File: config.mk
export PLATFORM = sky130hd
export DESIGN_NAME = mem_request_unit_flat
export DESIGN_NICKNAME = d
export VERILOG_FILES = /design/src/rtl/mem_request_unit_if.sv /design/src/rtl/mem_request_unit.sv /design/src/flat_wrapper.sv
export SDC_FILE = /design/constraint.sdc
export NUM_CORES = 1
export LEC_CHECK = 0
export CORE_ASPECT_RATIO = 2
export CORE_UTILIZATION = 30
export CTS_BUF_LIST = sky130_fd_sc_hd__clkbuf_4 sky130_fd_sc_hd__clkbuf_8 sky130_fd_sc_hd__clkbuf_16
export CTS_CLUSTER_SIZE = 10
export DETAILED_ROUTE_END_ITERATION = 12
export SYNTH_ARGS = -nofsm -noshare
export SYNTH_HDL_FRONTEND = slang
export SYNTH_SLANG_ARGS = --single-unit
File: constraint.sdc
create_clock -name clk -period 11.55 [get_ports clk]
set_input_delay 2.31 -clock clk [delete_from_list [all_inputs] [get_ports clk]]
set_output_delay 2.31 -clock clk [all_outputs]
set_load 0.01 [all_outputs]
File: src/rtl/mem_request_unit_if.sv
// Signal bundle between execute/writeback, the request unit and the banked data memory.
// The unit itself sits on the slave side; the surrounding pipeline and memory drive the master side.
interface mem_request_unit_if #(
  parameter int unsigned TAG_W = 5
);
  logic             req_valid;
  logic             req_ready;
  logic             req_we;
  logic [1:0]       req_size;
  logic             req_unsigned;
  logic [31:0]      req_addr;
  logic [63:0]      req_wdata;
  logic [TAG_W-1:0] req_tag;
  logic             mem_interlock;
  logic [31:0]      mem_addr;
  logic [63:0]      mem_dina;
  logic [7:0]       mem_wea;
  logic [63:0]      mem_rdata;
  logic             rsp_valid;
  logic [63:0]      rsp_data;
  logic [TAG_W-1:0] rsp_tag;
  logic             err_misalign;

  modport master (
    output req_valid, req_we, req_size, req_unsigned, req_addr, req_wdata, req_tag,
    output mem_interlock, mem_rdata,
    input  req_ready, mem_addr, mem_dina, mem_wea, rsp_valid, rsp_data, rsp_tag, err_misalign
  );

  modport slave (
    input  req_valid, req_we, req_size, req_unsigned, req_addr, req_wdata, req_tag,
    input  mem_interlock, mem_rdata,
    output req_ready, mem_addr, mem_dina, mem_wea, rsp_valid, rsp_data, rsp_tag, err_misalign
  );
endinterface

File: src/rtl/mem_request_unit.sv
// Requester side of the banked data-memory stage: request FIFO, one memory access per unstalled
// cycle, latency-matched load tag pipe and load data alignment/extension toward writeback.
module mem_request_unit #(
  parameter int unsigned FIFO_DEPTH = 4,
  parameter int unsigned LAT        = 3,
  parameter int unsigned TAG_W      = 5
) (
  input logic               clk,
  input logic               rstn,
  mem_request_unit_if.slave bus
);
  localparam int unsigned PtrW  = $clog2(FIFO_DEPTH);
  localparam int unsigned CntW  = PtrW + 1;
  // An entry occupies the last stage during the cycle its word is on mem_rdata.
  localparam int unsigned PipeN = LAT + 1;

  typedef struct packed {
    logic             we;
    logic [1:0]       size;
    logic             uns;
    logic [31:0]      addr;
    logic [63:0]      wdata;
    logic [TAG_W-1:0] tag;
  } req_t;

  typedef struct packed {
    logic             valid;
    logic [TAG_W-1:0] tag;
    logic [1:0]       size;
    logic             uns;
    logic [2:0]       off;
  } tag_t;

  req_t            fifo_q [FIFO_DEPTH];
  logic [PtrW-1:0] wr_ptr_q, rd_ptr_q;
  logic [CntW-1:0] count_q, count_d;
  logic            ready_q;
  logic            push, pop;
  req_t            in_req, head;

  logic             misalign;
  logic [7:0]       size_mask;
  logic             issue_load, issue_store;
  logic [7:0]       wea_next;
  logic [63:0]      dina_next;
  tag_t             new_entry;
  tag_t             pipe_q [PipeN];
  tag_t             last;
  logic [63:0]      shifted, ext_data;

  logic [31:0]      addr_q;
  logic [63:0]      dina_q;
  logic [7:0]       wea_q;
  logic             err_q;
  logic             rsp_valid_q;
  logic [63:0]      rsp_data_q;
  logic [TAG_W-1:0] rsp_tag_q;

  assign push = bus.req_valid & ready_q;
  assign pop  = ~bus.mem_interlock & (count_q != '0);
  assign head = fifo_q[rd_ptr_q];

  always_comb begin
    in_req       = '0;
    in_req.we    = bus.req_we;
    in_req.size  = bus.req_size;
    in_req.uns   = bus.req_unsigned;
    in_req.addr  = bus.req_addr;
    in_req.wdata = bus.req_wdata;
    in_req.tag   = bus.req_tag;
  end

  always_comb begin
    count_d = count_q;
    if (push && !pop) begin
      count_d = count_q + CntW'(1);
    end else if (pop && !push) begin
      count_d = count_q - CntW'(1);
    end
  end

  always_ff @(posedge clk) begin
    if (push) begin
      fifo_q[wr_ptr_q] <= in_req;
    end
  end

  always_ff @(posedge clk) begin
    if (!rstn) begin
      wr_ptr_q <= '0;
      rd_ptr_q <= '0;
      count_q  <= '0;
      ready_q  <= 1'b1;
    end else begin
      if (push) wr_ptr_q <= wr_ptr_q + PtrW'(1);
      if (pop)  rd_ptr_q <= rd_ptr_q + PtrW'(1);
      count_q <= count_d;
      ready_q <= (count_d != CntW'(FIFO_DEPTH));
    end
  end

  // Issue decode for the FIFO head.
  always_comb begin
    misalign  = 1'b0;
    size_mask = 8'h01;
    unique case (head.size)
      2'd0: begin misalign = 1'b0;              size_mask = 8'h01; end
      2'd1: begin misalign = head.addr[0];      size_mask = 8'h03; end
      2'd2: begin misalign = |head.addr[1:0];   size_mask = 8'h0F; end
      2'd3: begin misalign = |head.addr[2:0];   size_mask = 8'hFF; end
    endcase
    issue_load  = pop & ~head.we & ~misalign;
    issue_store = pop & head.we & ~misalign;
    wea_next    = size_mask << head.addr[2:0];
    dina_next   = head.wdata << {head.addr[2:0], 3'b000};
    new_entry   = '0;
    if (issue_load) begin
      new_entry.valid = 1'b1;
      new_entry.tag   = head.tag;
      new_entry.size  = head.size;
      new_entry.uns   = head.uns;
      new_entry.off   = head.addr[2:0];
    end
  end

  always_comb begin
    last     = pipe_q[PipeN-1];
    shifted  = bus.mem_rdata >> {last.off, 3'b000};
    ext_data = shifted;
    unique case (last.size)
      2'd0: ext_data = last.uns ? {56'd0, shifted[7:0]}  : {{56{shifted[7]}}, shifted[7:0]};
      2'd1: ext_data = last.uns ? {48'd0, shifted[15:0]} : {{48{shifted[15]}}, shifted[15:0]};
      2'd2: ext_data = last.uns ? {32'd0, shifted[31:0]} : {{32{shifted[31]}}, shifted[31:0]};
      2'd3: ext_data = shifted;
    endcase
  end

  // A stalled edge freezes the access registers and the tag pipe; pulses drop back to 0.
  always_ff @(posedge clk) begin
    if (!rstn) begin
      addr_q      <= '0;
      dina_q      <= '0;
      wea_q       <= '0;
      err_q       <= 1'b0;
      rsp_valid_q <= 1'b0;
      rsp_data_q  <= '0;
      rsp_tag_q   <= '0;
      for (int k = 0; k < PipeN; k++) pipe_q[k] <= '0;
    end else if (bus.mem_interlock) begin
      err_q       <= 1'b0;
      rsp_valid_q <= 1'b0;
    end else begin
      err_q <= pop & misalign;
      wea_q <= issue_store ? wea_next : 8'h00;
      if (pop)         addr_q <= {3'b000, head.addr[31:3]};
      if (issue_store) dina_q <= dina_next;
      pipe_q[0] <= new_entry;
      for (int k = 1; k < PipeN; k++) pipe_q[k] <= pipe_q[k-1];
      rsp_valid_q <= last.valid;
      if (last.valid) begin
        rsp_data_q <= ext_data;
        rsp_tag_q  <= last.tag;
      end
    end
  end

  assign bus.req_ready    = ready_q;
  assign bus.mem_addr     = addr_q;
  assign bus.mem_dina     = dina_q;
  // A store held across a stall must still write once the stall lifts.
  assign bus.mem_wea      = bus.mem_interlock ? 8'h00 : wea_q;
  assign bus.err_misalign = err_q;
  assign bus.rsp_valid    = rsp_valid_q;
  assign bus.rsp_data     = rsp_data_q;
  assign bus.rsp_tag      = rsp_tag_q;
endmodule

File: src/flat_wrapper.sv
// flat-port wrapper written by rule: the top's interface ports become plain ports
module mem_request_unit_flat 
#(
  parameter int unsigned FIFO_DEPTH = 4,
  parameter int unsigned LAT        = 3,
  parameter int unsigned TAG_W      = 5
)
  (clk, rstn, bus_req_valid, bus_req_we, bus_req_size, bus_req_unsigned, bus_req_addr, bus_req_wdata, bus_req_tag, bus_mem_interlock, bus_mem_rdata, bus_req_ready, bus_mem_addr, bus_mem_dina, bus_mem_wea, bus_rsp_valid, bus_rsp_data, bus_rsp_tag, bus_err_misalign);
  mem_request_unit_if #(.TAG_W(TAG_W)) bus_i ();
  input logic clk;
  input logic rstn;
  input wire logic [$bits(bus_i.req_valid)-1:0] bus_req_valid;
  input wire logic [$bits(bus_i.req_we)-1:0] bus_req_we;
  input wire logic [$bits(bus_i.req_size)-1:0] bus_req_size;
  input wire logic [$bits(bus_i.req_unsigned)-1:0] bus_req_unsigned;
  input wire logic [$bits(bus_i.req_addr)-1:0] bus_req_addr;
  input wire logic [$bits(bus_i.req_wdata)-1:0] bus_req_wdata;
  input wire logic [$bits(bus_i.req_tag)-1:0] bus_req_tag;
  input wire logic [$bits(bus_i.mem_interlock)-1:0] bus_mem_interlock;
  input wire logic [$bits(bus_i.mem_rdata)-1:0] bus_mem_rdata;
  output wire logic [$bits(bus_i.req_ready)-1:0] bus_req_ready;
  output wire logic [$bits(bus_i.mem_addr)-1:0] bus_mem_addr;
  output wire logic [$bits(bus_i.mem_dina)-1:0] bus_mem_dina;
  output wire logic [$bits(bus_i.mem_wea)-1:0] bus_mem_wea;
  output wire logic [$bits(bus_i.rsp_valid)-1:0] bus_rsp_valid;
  output wire logic [$bits(bus_i.rsp_data)-1:0] bus_rsp_data;
  output wire logic [$bits(bus_i.rsp_tag)-1:0] bus_rsp_tag;
  output wire logic [$bits(bus_i.err_misalign)-1:0] bus_err_misalign;
  assign bus_i.req_valid = bus_req_valid;
  assign bus_i.req_we = bus_req_we;
  assign bus_i.req_size = bus_req_size;
  assign bus_i.req_unsigned = bus_req_unsigned;
  assign bus_i.req_addr = bus_req_addr;
  assign bus_i.req_wdata = bus_req_wdata;
  assign bus_i.req_tag = bus_req_tag;
  assign bus_i.mem_interlock = bus_mem_interlock;
  assign bus_i.mem_rdata = bus_mem_rdata;
  assign bus_req_ready = bus_i.req_ready;
  assign bus_mem_addr = bus_i.mem_addr;
  assign bus_mem_dina = bus_i.mem_dina;
  assign bus_mem_wea = bus_i.mem_wea;
  assign bus_rsp_valid = bus_i.rsp_valid;
  assign bus_rsp_data = bus_i.rsp_data;
  assign bus_rsp_tag = bus_i.rsp_tag;
  assign bus_err_misalign = bus_i.err_misalign;
  mem_request_unit #(.FIFO_DEPTH(FIFO_DEPTH), .LAT(LAT), .TAG_W(TAG_W)) u_core (.clk(clk), .rstn(rstn), .bus(bus_i));
endmodule
Word-level counts from Yosys, hierarchy flattened
Memories as Yosys holds them, arrays and structs flattened. A register that Yosys moved wholly into a read port is not among the register bits.
Cells that the tools add are included.
Cells by class
  $add $sub $neg: 4
  equality and inequality tests: 7
  reductions and logical operators: 13
  shifts and indexed selects: 3
  mux-type cells: 23
  bitwise gates (word level): 15
Operators by type and width (number)
  $pmux 64 s4: 1
  $mux 64: 3
  $shl 64x6->64: 1
  $shr 64x6->64: 1
  $mux 12: 5
  $pmux 8 s4: 1
  $mux 8: 2
  $eq 2x2->1 const B: 4
  $shl 8x3->8: 1
  $and 1x1->1: 7
  $mux 1: 6
  $mux 3: 2
  $reduce_and 2->1: 3
  $add 2x1->2 const B: 2
  $eq 2x1->1 const B: 2
  $logic_not 2->1: 2
  $mux 2: 2
  $not 1->1: 4
  $or 1x1->1: 4
  $pmux 1 s4: 1
  $reduce_or 2->1: 2
  $add 3x1->3 const B: 1
  $ne 3x3->1 const B: 1
  $reduce_bool 3->1: 1
  4 further kinds: 6
Storage, ports and cells
  memories: 2
  bits in registers: 180
  output and inout port bits: 176
  memory bits (writable): 468
Memory list
  u_core.fifo_q: words 4, bits a word 105, rd ports 1, clocked after memory_dff 1, wr ports 1, RTL line mem_request_unit.sv:34  | req_t fifo_q [FIFO_DEPTH];
  u_core.pipe_q: words 4, bits a word 12, rd ports 4, clocked after memory_dff 0, wr ports 4, RTL line mem_request_unit.sv:47  | tag_t pipe_q [PipeN];

Depth between registers and ports, before layout
  depth after elaboration: 6
  gate-level depth with buffers: 10

Worst setup path before layout
No wires, ideal clock.
  path kind: input -> output
  start: input port bus_mem_interlock
  end: output port bus_mem_wea[2]
  slack: 6.274 ns
  stages: 3
  arrival time: 2.966 ns
  buffers on the path: 2
  required time: 9.240 ns
  path through: clkbuf_1 -> clkbuf_1 -> nor2b_1
Between the ends
  cells in the longest elaborated chain, start to end: 1
Ends and longest elaborated chain
  start, declared: RTL line flat_wrapper.sv:19  | input wire logic [$bits(bus_i.mem_interlock)-1:0] bus_mem_interlock;
  $mux 8: RTL line mem_request_unit.sv:171  | assign bus.mem_wea = bus.mem_interlock ? 8'h00 : wea_q;
  end, declared: RTL line flat_wrapper.sv:24  | output wire logic [$bits(bus_i.mem_wea)-1:0] bus_mem_wea;
No other way between the ends.

Worst setup path after layout
  start: input port bus_mem_interlock
  end: output port bus_mem_wea[0]
The elaborated chain is that of the path after synthesis.

==> results_dict.tcl <==
set metrics [dict create \
    synth-main-ff-cell "edfxtp_1" \
    criticalPathCategory "in2out" \
    cts_tree "done" \
    ys_warn_count 0 \
    slew_violations 0 \
    cp-start-kind "input port" \
    die-width_um 214.2 \
    seqPwrFrac 0.423 \
    crit_family "buffers and inverters" \
    yosys.area.top_type "edfxtp_1" \
    io_buffers 345 \
    yosysMostFrequentCell "edfxtp_1" \
    synth_area_leaders "edfxtp_1 (52%), dfxtp_1 (13%), mux4_2 (12%)" \
    regArea_um2 17700 \
    place_congestion 0.8929 \
    maxCapViolCount 0 \
    rsz0062_at_grt "no" \
    wl_per_cell_um 23.38 \
    numCtsBuffers 76 \
    dp_hpwl_um 54830 \
    path_buf_inv 3 \
    syn_to_final_growth_pct 26.00 \
    worst-path-max-fanout 24 \
    start_util 0.3029 \
    muxShareOfSynthArea 0.1597 \
    slowest_delay_ps 500 \
    path_common_cell "clkdlybuf4s50_1" \
    fin_total_pwr_w 0.006626 \
    fin_crit_ps 6075 \
    slowest_stage "clkdlybuf4s50_1" \
    drtPass1Iterations 5 \
    row_count 155 \
    syn_avg_cell_area_um2 14.91 \
    h-tree-depth 3 \
    track_usage 0.1706 \
    cts.clk_slew.worst_paths_ps 50 \
    relSlewSlack 0.2134 \
    remaining_drc_errors 0 \
    io_pins 349 \
    synth-async-reset-ratio 0 \
    vias 16770 \
    cp.arrival_ps 3770 \
    clkPwrFrac 0.353 \
    syn-cell-area_um2 27020 \
    synth_xor_area_frac 0.001297 \
    place_ws_ps 5472 \
    clock-root-buffer "clkbuf_16" \
    postCtsSetupBuffers 0 \
    synth-seq-area-share 0.6549 \
    die_h_um 426.4 \
    clk_path_buf_depth 3 \
    combinationalPowerShare 0.224 \
    finalHoldViolations 0 \
    fin_crit_sh 0.5260 \
    clk_latency_ps 640 \
    grt_pass1_vias 17210 \
    critPathCaptureType "primary output" \
    clock_sinks 650 \
    cts_resized 0 \
    hold_path.class "reg2reg" \
    fillers 8438 \
    yosysTopAreaCellShare 0.5201 \
    synthAdderAreaFrac 0.003241 \
    synth_top_family_by_area "multiplexers" \
    nets 2305 \
    worst_slack_ps 5475 \
    fin_worst_skew_ps 17.53 \
    grt_max_degree 83 \
    hold_ws_ps 452.9 \
    postCtsHoldBufs 0 \
    design.die.area_um2 91350 \
    syn_inst 1812 \
    ys_ff_latch 650 \
    antenna_found_initial 14 \
    power.leakage_nw 11.23 \
    core_area_um2 89210 \
    multiInputGateArea_um2 8721 \
    synth_commonest_cells "edfxtp_1 (468), nand2_1 (208), dfxtp_1 (182)" \
    drive_gt1_frac 0.1721 \
    status "completed" \
    setup-tns-final_ps 0 \
    worstPathRequired_ps 9240 \
    powerDensity_nw_per_um2 194.6 \
    first_iter_violations 1100 \
    p_int_w 0.004761 \
    synth-simple-area-share 0.06862 \
    routed_via_density 4.995 \
    grt.overflow.total 0 \
    finalSetupViolations 0 \
    peakVddDrop_mv 0.1103 \
    grt_pass1_wl_um 115700 \
    synth.distinct_cells 56 \
    worstMarginPinSlew_ps 1175 \
    synth_compound_area_frac 0.08770 \
    synth_edf_count 468 \
    switching_power_w 0.001865 \
    max_freq_mhz 164.6 \
    drt-total-wl_um 78520 \
    worstPathCellList "clkdlybuf4s50_1, buf_4, nor2b_1, clkdlybuf4s50_1" \
    postRouteAntennaNets 0 \
    p_sw_frac 0.2814 \
]
## final timing paths
check,endpoint,cells past startpoint,slack (ps),startpoint
setup / recovery,bus_mem_wea[0],4,5470,bus_mem_interlock
hold / removal,u_core.bus.mem_dina[31],2,450,u_core.bus.mem_dina[31]
setup reg to reg,u_core.bus.mem_dina[35],7,7420,register
hold reg to reg,u_core.bus.mem_dina[31],2,450,u_core.bus.mem_dina[31]
## per-stage QoR
| step | utilization | instance area [um2] | instances |
|---|---|---|---|
| after floorplan | - | 27030 | 1814 |
| after global placement | 0.3540 | 31580 | 3224 |
| after detailed placement | 0.3540 | 31580 | 3224 |
| after CTS | 0.3816 | 34040 | 3356 |
| after global routing | 0.3816 | 34040 | 3357 |
| final | 0.3816 | 34050 | 3358 |
## worst reg2reg max path: stages, from the launching register on
cell	delay, ps
dfxtp_4	800
buf_4	850
mux4_2	420
buf_4	320
nand2b_1	500
nor2_1	710
a22oi_1	260
a21oi_1	180
## registers in the layout (all words and copies together) (netlist names), named ones only
register / cells
u_core.bus.mem_dina: 64
u_core.wea_q: 8
u_core.bus.req_ready: 1
u_core.rd_ptr_q: 2
u_core.wr_ptr_q: 2
u_core.bus.rsp_valid: 1
u_core.bus.rsp_data: 64
u_core.bus.rsp_tag: 5
u_core.count_q: 3
u_core.bus.mem_addr: 29
u_core.bus.err_misalign: 1
u_core.pipe_q: 48
u_core.fifo_q: 420
## cells in the final DEF (no fill, tap or decap), drive strengths merged, types with 11 or more instances in the layout
master,Yosys,layout
a21boi,61,61
a21oi,76,76
a22oi,11,11
and2,46,46
buf,58,26
clkbuf,79,122
clkdlybuf4s50,0,344
dfxtp,182,182
edfxtp,468,468
inv,12,14
mux2,39,39
mux2i,61,61
mux4,145,145
nand2,208,208
nand2b,12,12
nand3,30,30
nor2,34,34
nor2b,30,30
o211ai,21,21
o21a,17,17
o21ai,104,104
or3,17,17
## per-layer routing
layer  routed length (um)  vias to the layer above  GRT usage
met1                29390                     8456     0.1888
met3                 5904                      135    0.05036
li1                     -                     7576          -
met5                  102                        -          0
met4                 3134                       16    0.08000
met2                39990                      589     0.2994
## layout make-up
cell class,instances,share of cell area
clock buffers,122,0.06655
clock inverters,10,0.005696
multi-input cells,1015,0.2561
diodes,2,0.0001470
inverters,12,0.001323
repair buffers,370,0.1069
well taps,1177,0.04325
flip-flops and latches,650,0.5200
## power by group through the flow
stage	Sequential [W]	Clock, W	Combinational, W
final	0.00280	0.00234	0.00148
after global routing	0.00283	0.00247	0.00160
after CTS	0.00281	0.00240	0.00151
after detailed placement	0.00286	0	0.00150
after global placement	0.00284	0	0.00149
after floorplan	0.00283	0	0.000975
## cells by family after synthesis
kind of cell | count (synthesis)
fa+ha+maj | 7
other cells | 1
compound gates | 358
mux | 245
simple gates | 398
xor+xnor | 4
buf+inv | 149
flops | 650
No activity file was read; power rests on OpenSTA's default activity.
